--- src/rtl/idexe_pipe_reg.sv ---
// ID/EXE pipeline register with load-use hazard detection and a saturating
// stall counter for performance debug.
module idexe_pipe_reg #(
    parameter int DW = 32,
    parameter int CW = 16
) (
    input  logic          clk,
    input  logic          rst,
    input  logic          dvalid,
    input  logic          wreg,
    input  logic          m2reg,
    input  logic          wmem,
    input  logic          aluimm,
    input  logic [3:0]    aluc,
    input  logic [4:0]    destReg,
    input  logic [4:0]    rs,
    input  logic [4:0]    rt,
    input  logic          usesRt,
    input  logic [DW-1:0] qa,
    input  logic [DW-1:0] qb,
    input  logic [DW-1:0] imm32,
    input  logic          flush,
    output logic          ewreg,
    output logic          em2reg,
    output logic          ewmem,
    output logic          ealuimm,
    output logic [3:0]    ealuc,
    output logic [4:0]    edestReg,
    output logic [DW-1:0] eqa,
    output logic [DW-1:0] eqb,
    output logic [DW-1:0] eimm32,
    output logic          evalid,
    output logic          stall,
    output logic [CW-1:0] stallCount
);

    function automatic logic [CW-1:0] sat_inc(input logic [CW-1:0] c);
        return (c == {CW{1'b1}}) ? c : c + {{(CW-1){1'b0}}, 1'b1};
    endfunction

    logic          wreg_q,    wreg_d;
    logic          m2reg_q,   m2reg_d;
    logic          wmem_q,    wmem_d;
    logic          aluimm_q,  aluimm_d;
    logic [3:0]    aluc_q,    aluc_d;
    logic [4:0]    dest_q,    dest_d;
    logic [DW-1:0] qa_q,      qa_d;
    logic [DW-1:0] qb_q,      qb_d;
    logic [DW-1:0] imm_q,     imm_d;
    logic          valid_q,   valid_d;
    logic [CW-1:0] cnt_q,     cnt_d;
    logic          bubble;
    logic          src_match;

    // A load in EXE whose result is needed by the ID instruction; $0 is never a real dependency.
    always_comb begin
        src_match = (dest_q == rs) | (usesRt & (dest_q == rt));
        stall     = dvalid & valid_q & wreg_q & m2reg_q & (dest_q != 5'd0) & src_match;
    end

    always_comb begin
        bubble   = flush | stall;
        wreg_d   = bubble ? 1'b0 : wreg;
        m2reg_d  = bubble ? 1'b0 : m2reg;
        wmem_d   = bubble ? 1'b0 : wmem;
        aluimm_d = bubble ? 1'b0 : aluimm;
        aluc_d   = bubble ? 4'd0 : aluc;
        dest_d   = bubble ? 5'd0 : destReg;
        qa_d     = bubble ? '0 : qa;
        qb_d     = bubble ? '0 : qb;
        imm_d    = bubble ? '0 : imm32;
        valid_d  = bubble ? 1'b0 : dvalid;
        // A flushed cycle is charged to the branch, not to the hazard.
        cnt_d    = (stall & ~flush) ? sat_inc(cnt_q) : cnt_q;
    end

    always_ff @(posedge clk or posedge rst) begin
        if (rst) begin
            wreg_q   <= 1'b0;
            m2reg_q  <= 1'b0;
            wmem_q   <= 1'b0;
            aluimm_q <= 1'b0;
            aluc_q   <= 4'd0;
            dest_q   <= 5'd0;
            qa_q     <= '0;
            qb_q     <= '0;
            imm_q    <= '0;
            valid_q  <= 1'b0;
            cnt_q    <= '0;
        end else begin
            wreg_q   <= wreg_d;
            m2reg_q  <= m2reg_d;
            wmem_q   <= wmem_d;
            aluimm_q <= aluimm_d;
            aluc_q   <= aluc_d;
            dest_q   <= dest_d;
            qa_q     <= qa_d;
            qb_q     <= qb_d;
            imm_q    <= imm_d;
            valid_q  <= valid_d;
            cnt_q    <= cnt_d;
        end
    end

    assign ewreg      = wreg_q;
    assign em2reg     = m2reg_q;
    assign ewmem      = wmem_q;
    assign ealuimm    = aluimm_q;
    assign ealuc      = aluc_q;
    assign edestReg   = dest_q;
    assign eqa        = qa_q;
    assign eqb        = qb_q;
    assign eimm32     = imm_q;
    assign evalid     = valid_q;
    assign stallCount = cnt_q;

endmodule

--- config.mk ---
export PLATFORM = sky130hd
export DESIGN_NAME = idexe_pipe_reg
export DESIGN_NICKNAME = d
export VERILOG_FILES = /design/src/rtl/idexe_pipe_reg.sv
export SDC_FILE = /design/constraint.sdc
export NUM_CORES = 1
export LEC_CHECK = 0
export BUFFER_PORTS_ARGS = -buffer_cell sky130_fd_sc_hd__buf_2
export CORE_UTILIZATION = 30
export DETAILED_ROUTE_END_ITERATION = 16
export PLACE_DENSITY_LB_ADDON = 0.1
export SLEW_MARGIN = 10
export SYNTH_ARGS = -nofsm -noshare
export SYNTH_HDL_FRONTEND = slang
export SYNTH_SLANG_ARGS = --single-unit
export TNS_END_PERCENT = 50
--- constraint.sdc ---
create_clock -name clk -period 3.8 [get_ports clk]
set_input_delay 0.38 -clock clk [delete_from_list [all_inputs] [get_ports clk]]
set_output_delay 0.38 -clock clk [all_outputs]
set_load 0.03 [all_outputs]
==> results.yml, run 1 <==
power_and_ir_drop:
  internal-power_mw: 2.492
  vdd_drop_max_mv: 0.2465
  combPwrFrac_pct: 10.8
  switching_share_pct: 24.12
  p_seq_share_pct: 43.3
  pwr-share-clk_pct: 45.9
  switchingPower_mw: 0.7920
  power_density_nw_per_um2: 505.0
  leakage_nw: 3.508
routing:
  drtIter0Drc: 71
  routed_wl_microns: 11250
  drt_pre_antenna_iters: 4
  wl_per_cell_microns: 14.33
  vias_per_cell: 4.214
  vias: 3308
  ant_nets: 0
  drcViolationCount: 0
clock_tree:
  ctsHoldBuffers: 0
  path_clk_slew_ns: 0.06
  cts_inserted_buffers: 17
  post_cts_buffers: 0
  cts.sinks: 126
  root_buffer: "clkbuf_16"
  cts_tree: "yes"
  htree_levels: 4
  ctsLongestPathBuffers: 2
  insertion_delay_ns: 0.40
  cts_resized: 0
yosys:
  synth_seq_cells: 126
  syn_area_sq_um: 4499
  yosysWarnings: 0
  synth_compound_area_share_pct: 1.474
  synth-xor-area-share_pct: 4.283
  synth_mux_area_share_pct: 1.085
  synth_top_area_share_pct: 70.08
  syn_avg_cell_area_sq_um: 13.63
  synth_fa_ha_area_share_pct: 0.2781
  synth_area_leaders: "dfrtp_1, and2_1, xnor2_1"
  synth_top_family_by_area: "simple AND/OR/NAND/NOR gates"
  yosysTopAreaCell: "dfrtp_1"
  synthCells: 330
  synth.distinct_cells: 28
  yosysSeqAreaShare_pct: 70.08
  synth_nets: 455
  synthSimpleGateAreaFrac_pct: 20.91
cells_and_area:
  antennaDiodeCount: 0
  drive_gt1_share_pct: 48.09
  final_util_pct: 44.57
  syn_to_final_growth_pct: 44.52
  fillers: 1415
  finalNetCount: 714
floorplan:
  die_w_microns: 124.5
  placementRows: 44
  start_util_pct: 30.84
  io_pins: 251
  die-area_sq_um: 15490
  core_area_sq_um: 14590
  die_y_microns: 124.5
setup_path:
  rrSetupSlack_ns: 1.25
  worstPathArrival_ns: 2.88
  cp_max_fo: 63
  cp-end-kind: "flop"
  worstPathCellList: "xnor2_1 -> nand4_1 -> o32ai_1 -> a21oi_4 -> buf_4 -> and2_1"
  slowest_stage: "a21oi_4"
  reg2reg_to: "evalid$_DFF_PP0_"
  start_kind: "flop"
  critPathKind: "flop to flop"
  cp.required_ns: 4.13
  r2r_cells: 6
  slowest_delay_ns: 0.76
  r2r-start: "edestReg[1]$_DFF_PP0_"
timing:
  worst_slack_ns: 1.254
  setup_violations: 0
  worst_pin_slew_ns: 0.9721
  slew_headroom_pct: 35.19
  clock-skew-final_ns: 0.009104
  post-route-period-util_pct: 67.00
  fin_tns_setup_ns: 0
  drv_slew: 0
  hold_viol: 0
  max_freq_mhz: 392.8
  grt_setup_unrepaired: "no"
  final.min_clock_period_ns: 2.546
place:
  dp_hpwl_microns: 8113
  pre_cts_ws_ns: 1.159
  gp_routability_congestion: 0.7422
  port_buffers: 250
grt:
  grt_pass1_wl_microns: 17930
  grt_max_degree: 80
  grt_use_total_pct: 15.21
  overflow: 0
  grt_pass1_vias: 3473
  antenna_found_initial: 0
hold_path:
  holdPathStages: 2
  hp-class: "input port to flop"
  hp-start: "qa[18]"
  holdPathEnd: "eqa[18]$_DFF_PP0_"
job:
  cap_violations: 0
status:
  run_status: "complete, no violations"
worst max path at each step:
stage,startpoint,endpoint,slack (ns)
after CTS,edestReg[3]$_DFF_PP0_,edestReg[0]$_DFF_PP0_,1.18
after floorplan,rst,ealuc[0]$_DFF_PP0_,0.06
after global placement,rt[1],edestReg[0]$_DFF_PP0_,1.27
final,edestReg[1]$_DFF_PP0_,evalid$_DFF_PP0_,1.25
after global routing,edestReg[3]$_DFF_PP0_,edestReg[4]$_DFF_PP0_,0.96
after detailed placement,rt[1],eqb[1]$_DFF_PP0_,1.16
logic make-up (layout without fill, tap and decap cells):
group / after synthesis / in the layout
multiplexers: 4 / 4
flip-flops: 126 / 126
AO/OA/AOI/OAI: 6 / 6
buffers and inverters: 17 / 288
AND/OR/NAND/NOR: 154 / 154
XOR/XNOR: 22 / 22
adder cells (fa/ha/maj): 1 / 1
registers in the layout, summed over array words and instances (netlist names):
name / cells
evalid: 1
eqa: 32
eqb: 32
ewreg: 1
eimm32: 32
stallCount: 16
ealuc: 4
edestReg: 5
ealuimm: 1
em2reg: 1
ewmem: 1
power groups by stage:
stage	clock network, mW	logic (mW)	registers, mW
floorplan	0	0.0880	1.57
global placement	0	0.359	1.44
detailed placement	0	0.363	1.44
CTS	1.56	0.363	1.42
global route	1.62	0.384	1.43
finish	1.51	0.355	1.42
Yosys cell counts:
cell type / n
nor4bb_1: 1
clkbuf_1: 1
a21oi_2: 1
and3_2: 3
or2b_1: 1
and2_1: 112
inv_1: 4
mux2_1: 3
clkbuf_2: 10
nand3_1: 7
dfrtp_1: 126
buf_2: 1
nor3_1: 2
xor2_1: 3
nand2_1: 5
o21ai_0: 1
mux2_4: 1
xnor2_1: 19
o32ai_4: 1
nor2_1: 5
a21boi_2: 1
or3_4: 1
a21oi_1: 1
and3_1: 3
ha_1: 1
nand4_1: 14
buf_6: 1
o32ai_1: 1
critical path: cells and delay by family (launching register included):
family | cells | cell delay [ns]
simple gates | 2 | 0.38
flops | 1 | 0.44
buf+inv | 1 | 0.53
xor+xnor | 1 | 0.15
compound gates | 2 | 0.91
per-layer routing:
layer  global-route usage [%]  wire length, microns  vias up
met5                        0                     0        -
met4                    7.229                   158        0
met3                    7.431                  1233        9
met2                    23.66                  5336      165
met1                    17.45                  4522     1560
li1                         -                     -     1574
layout make-up:
type | instances | area [sq um] | area share [%]
tap | 184 | 230.2 | 3.541
inverter | 4 | 17.52 | 0.2694
sequential | 126 | 3153 | 48.49
multi-input combinational | 187 | 1272 | 19.57
clock buffer | 26 | 499.2 | 7.678
clock inverter | 5 | 56.30 | 0.8659
timing repair buffer | 253 | 1274 | 19.59
cell usage in the layout (no fill, tap or decap):
cell        Yosys  final
a21boi_2        1      1
a21oi_2         1      1
a21oi_4         0      1
and2_1        112    112
and3_1          3      3
and3_2          3      3
buf_2           1    250
buf_4           0      3
bufinv_16       0      1
clkbuf_1        1      5
clkbuf_16       0     17
clkbuf_8        0      4
clkinv_2        0      2
clkinv_4        0      1
clkinvlp_4      0      1
dfrtp_1       126    126
ha_1            1      1
inv_1           4      3
inv_4           0      1
mux2_1          3      3
mux2_4          1      1
nand2_1         5      5
nand3_1         7      7
nand4_1        14     14
nor2_1          5      5
nor3_1          2      2
nor4bb_1        1      1
o21ai_0         1      1
o32ai_1         1      1
o32ai_4         1      1
or2b_1          1      1
or3_4           1      1
xnor2_1        19     19
xor2_1          3      3
per-stage QoR:
step | power [mW] | instances | area [sq um] | hold slack, ns
after floorplan | 1.658 | 330 | 4499 | 0.5086
after global placement | 1.802 | 754 | 5947 | 0.4961
after detailed placement | 1.806 | 754 | 5947 | 0.5079
after CTS | 3.344 | 785 | 6502 | 0.1502
after global routing | 3.429 | 785 | 6502 | 0.1569
final | 3.284 | 785 | 6502 | 0.1780
(Power assumes the default switching activity.)
==> inputs of run 2 (changes only) <==
Settings changed: ABC_AREA set to 1.
Clock period 3.8 ns to 2.2 ns, I/O delays scaled along.
==> results.yml, run 2 <==
clock_tree:
  post_cts_buffers: 0
  cts_resized: 0
  path_clk_slew_ns: 0.06
  cts.sinks: 126
  insertion_delay_ns: 0.41
  ctsHoldBuffers: 37
  ctsLongestPathBuffers: 2
  htree_levels: 4
  root_buffer: "clkbuf_16"
  cts_inserted_buffers: 17
  cts_tree: "yes"
grt:
  grt_use_total_pct: 16.10
  antenna_found_initial: 1
  grt_pass1_vias: 4570
  overflow: 0
  grt_max_degree: 66
  grt_pass1_wl_microns: 21750
routing:
  vias_per_cell: 4.058
  met1_length_microns: 5255
  wl_per_cell_microns: 12.41
  route.met2.wl_microns: 6588
  vias: 4362
  routed_wl_microns: 13340
  wl_met3_microns: 1295
  ant_nets: 0
  highest_layer: "met4"
  drt_pre_antenna_iters: 4
  drtIter0Drc: 157
  drcViolationCount: 0
place:
  gp_routability_congestion: 0.8645
  dp_hpwl_microns: 9422
  pre_cts_ws_ns: 0.3500
  placed_area_sq_um: 6490
  port_buffers: 250
cells_and_area:
  drive_gt1_share_pct: 35.66
  fillers: 1601
  finalNetCount: 971
  syn_to_final_growth_pct: 48.08
  mostFrequentLayoutCell: "buf_2"
  final_cell_mix: "buf_2, inv_1, dfrtp_1"
  finalInstanceArea_sq_um: 7437
floorplan:
  die-area_sq_um: 17260
  die_y_microns: 131.4
  die_w_microns: 131.4
  core_area_sq_um: 16120
  placementRows: 46
  io_pins: 251
  start_util_pct: 31.16
setup_path:
  r2r_cells: 9
  r2r-start: "stallCount[0]$_DFFE_PP0P_"
  cp_num_buf_inv: 3
  reg2reg_to: "stallCount[12]$_DFFE_PP0P_"
  cp_max_fo: 4
  worstPathCellList: "inv_2 -> nand2_1 -> nand2_1 -> nor2_1 -> nand3_1 -> nand2_4 -> nand2_1 -> inv_1 -> buf_2"
  crit_top_cell: "nand2_1"
  slowest_stage: "dfrtp_1"
  cp-end-kind: "output pin"
  critPathKind: "flop to output pin"
  worstPathArrival_ns: 1.63
  slowest_delay_ns: 0.40
  start_kind: "flop"
  rrSetupSlack_ns: 0.36
  critPathTopFamily: "simple AND/OR/NAND/NOR gates"
  cp.required_ns: 1.98
yosys:
  synthCells: 550
  synth.distinct_cells: 21
  yosysSeqAreaShare_pct: 62.78
  synth_area_leaders: "dfrtp_1, inv_1, nor2_1"
  yosysTopAreaCell: "dfrtp_1"
  syn_avg_cell_area_sq_um: 9.131
  synthTopCellsByCount: "inv_1, dfrtp_1, nor2_1"
  syn_area_sq_um: 5022
  synth_top_area_share_pct: 62.78
  async_flop_share_pct: 100.0
  synth_seq_cells: 126
  synth_ff_type: "dfrtp_1"
  yosysWarnings: 0
  synth_edf_count: 0
  synth_nets: 675
  yosys.cell_count.top_type: "inv_1"
timing:
  slew_headroom_pct: 75.71
  hold_slack_ns: 0.02093
  max_freq_mhz: 539.5
  clock-skew-final_ns: 0.009116
  worst_slack_ns: 0.3464
  final.min_clock_period_ns: 1.854
  grt_setup_unrepaired: "no"
  worst_pin_slew_ns: 0.3644
  fin_tns_setup_ns: 0
  setup_violations: 0
  drv_slew: 0
  post-route-period-util_pct: 84.25
  hold_viol: 0
hold_path:
  hp-class: "input port to flop"
  hp-start: "qa[22]"
  holdPathEnd: "eqa[22]$_DFF_PP0_"
  holdPathStages: 3
power_and_ir_drop:
  power_density_nw_per_um2: 792.4
  vdd_drop_max_mv: 0.5063
  leakage_nw: 4.488
status:
  run_status: "complete, no violations"
job:
  cap_violations: 0
run 2: changes by cell type after synthesis, sizes merged, moves of 4 or more:
cell / delta
and3: -6
and2: -112
clkbuf: -11
inv: +133
mux2: -4
xnor2: -14
nand4: +8
buf: +14
nor2: +126
nand2: +91
run 2: how the worst max path moves through the flow:
stage               cells after the start                         end                      start
finish                                  9                       stall      edestReg[1]$_DFF_PP0_
global route                            9  stallCount[12]$_DFFE_PP0P_  stallCount[0]$_DFFE_PP0P_
CTS                                     9                       stall      edestReg[1]$_DFF_PP0_
detailed placement                      9  stallCount[12]$_DFFE_PP0P_  stallCount[0]$_DFFE_PP0P_
global placement                        9  stallCount[15]$_DFFE_PP0P_  stallCount[0]$_DFFE_PP0P_
floorplan                               1          ealuc[0]$_DFF_PP0_                        rst
run 2: power by group:
group          internal [mW]  switching (mW)  total, mW  leakage (nW)
Clock                   1.72           0.996       2.71         0.271
Sequential              2.42          0.0308       2.45          1.64
Combinational          0.259           0.469      0.728          2.58
run 2: tightest hold or removal path: stages:
cell and delay (ns):
buf_2 0.09, inv_1 0.04, nor2_1 0.04
run 2: routing by layer:
layer	GRT usage, %	up-vias
li1	-	2170
met1	17.43	1998
met2	27.48	180
met3	7.215	14
met4	6.202	0
met5	0	-
run 2: logic make-up (layout without fill, tap and decap cells):
family / after synthesis / in the layout / synth area share, %
XOR/XNOR: 8 / 8 / 1.395
buffers and inverters: 153 / 461 / 13.38
adder cells (fa/ha/maj): 1 / 1 / 0.2491
flip-flops: 126 / 126 / 62.78
other: 0 / 1 / 0
AND/OR/NAND/NOR: 260 / 260 / 22.00
AO/OA/AOI/OAI: 2 / 2 / 0.1993
run 2: layout make-up:
cell class,count,area (sq um),area share [%]
timing repair buffer,293,1717,23.08
antenna,1,2.502,0.03365
clock inverter,10,113.9,1.531
tap,216,270.3,3.634
sequential,126,3153,42.40
multi-input combinational,271,1202,16.17
inverter,137,518.0,6.965
clock buffer,21,460.4,6.191
run 2: per-stage QoR:
stage	total power, mW	utilization, %	std cells
3_5_place_dp	3.180	40.27	1006
5_1_grt	6.155	46.15	1075
3_3_place_gp	3.173	40.27	1006
4_1_cts	5.984	46.13	1074
2_1_floorplan	2.909	-	550
6_report	5.893	46.15	1075
==> inputs of run 3 (changes only) <==
Clock period 2.2 ns to 1.81 ns, I/O delays scaled along.
==> results.yml, run 3 (synthesis gave the netlist of run 2 again) <==
grt:
  grt_use_total_pct: 17.43
  met3_usage_pct: 6.829
  grt_pass1_wl_microns: 23710
  met2_usage_pct: 30.14
  overflow: 0
  grt_max_degree: 66
  antenna_found_initial: 0
  grt_pass1_vias: 5020
  top_usage_layer: "met2"
  grtUsageMet1_pct: 19.51
clock_tree:
  cts_inserted_buffers: 17
  insertion_delay_ns: 0.40
  cts.sinks: 126
  cts_tree: "yes"
  root_buffer: "clkbuf_16"
  htree_levels: 4
  path_clk_slew_ns: 0.06
  post_cts_buffers: 0
  ctsLongestPathBuffers: 2
cells_and_area:
  syn_to_final_growth_pct: 64.52
  final_cell_mix: "buf_2, inv_1, dfrtp_1"
  instances_no_fill: 1155
  mostFrequentLayoutCell: "buf_2"
  drive_gt1_share_pct: 34.08
  finalNetCount: 1051
  antennaDiodeCount: 0
timing:
  grt_setup_unrepaired: "no"
  setup_violations: 0
  clock-skew-final_ns: 0.006910
  post-route-period-util_pct: 93.70
  hold_viol: 0
  worst_pin_slew_ns: 0.3517
  fin_tns_setup_ns: 0
  final.min_clock_period_ns: 1.696
  drv_slew: 0
  slew_headroom_pct: 76.55
  max_freq_mhz: 589.6
floorplan:
  die_y_microns: 131.4
  die-area_sq_um: 17260
  placementRows: 46
  io_pins: 251
  core_area_sq_um: 16120
  start_util_pct: 31.16
  die_w_microns: 131.4
routing:
  vias: 4684
  drt_pre_antenna_iters: 5
  drcViolationCount: 0
  wl_per_cell_microns: 12.45
  routed_wl_microns: 14380
  vias_per_cell: 4.055
  ant_nets: 0
  drtIter0Drc: 200
hold_path:
  hp-class: "input port to flop"
power_and_ir_drop:
  leakage_nw: 4.835
  vdd_drop_max_mv: 0.5560
  power_density_nw_per_um2: 881.1
setup_path:
  cp-end-kind: "output pin"
  cp_max_fo: 5
  cp.required_ns: 1.63
  critPathKind: "flop to output pin"
  worstPathArrival_ns: 1.51
  start_kind: "flop"
place:
  port_buffers: 250
  dp_hpwl_microns: 9872
  dp_cells: 1013
  gp_routability_congestion: 0.8916
status:
  run_status: "complete, no violations"
job:
  cap_violations: 0
==> run 3: cell count changes in the layout (fill, tap and decap cells not counted), sizes merged <==
cell	change
diode	-1
clkinvlp	-1
buf	+7
clkbuf	+1
clkinv	+2
dlygate4sd3	+73
inv	-1
==> run 3: through the flow <==
stage	hold slack, ns	power (mW)	util, %	instance area, sq um	worst slack (ns)
floorplan	0.2872	3.536	-	5026	0.04700
global placement	0.3351	3.873	40.75	6568	0.1634
detailed placement	0.3406	3.884	40.75	6568	0.1807
CTS	0.001766	7.392	51.13	8240	0.01190
global route	0.01411	7.611	51.27	8263	0.005663
finish	0.03019	7.281	51.27	8263	0.1141
==> run 3: power by group <==
group | total, mW | switching, mW | internal (mW)
Clock | 3.27 | 1.21 | 2.06
Combinational | 1.03 | 0.603 | 0.430
Sequential | 2.98 | 0.0392 | 2.94
==> run 3: area by class of cell <==
class	instances	area (sq um)
fillers	1519	7853
flip-flops and latches	126	3154
repair buffers	373	2531
multi-input cells	271	1220
inverters	137	518.0
clock buffers	22	454.2
well taps	216	270.3
clock inverters	10	115.1
==> run 3: path summary, 6_finish.rpt <==
kind	startpoint	end	slack, ns	depth (start not counted)
min reg2reg	stallCount[1]$_DFFE_PP0P_	stallCount[1]$_DFFE_PP0P_	0.56	2
max	edestReg[0]$_DFF_PP0_	stall	0.11	8
max reg2reg	edestReg[0]$_DFF_PP0_	stallCount[6]$_DFFE_PP0P_	0.19	9
max in group asynchronous	rst	edestReg[4]$_DFF_PP0_	1.05	4
min	dvalid	evalid$_DFF_PP0_	0.03	3
min in group asynchronous	rst	eqb[20]$_DFF_PP0_	0.46	4
==> run 3: repair_timing <==
item                                    in CTS  in global routing
pin swaps                                    0                  5
gates resized for setup                      2                  9
hold buffers                               110                  0
endpoints found under the setup margin       1                  2
hold endpoints to repair                   235                  0
==> run 3: metal layers <==
| layer | part of all wire, % | up-vias |
|---|---|---|
| li1 | - | 2329 |
| met1 | 40 | 2185 |
| met2 | 51 | 158 |
| met4 | 1.2 | 0 |
| met5 | 0 | - |
| met3 | 8.4 | 12 |
==> run 3: critical path, cell delays in order (launching register included) <==
cell	delay [ns]
dfrtp_1	0.42
nand2_1	0.08
nand2_1	0.04
nor2_1	0.10
nand3_1	0.13
nand2_4	0.09
nand2_2	0.07
inv_2	0.06
buf_6	0.12
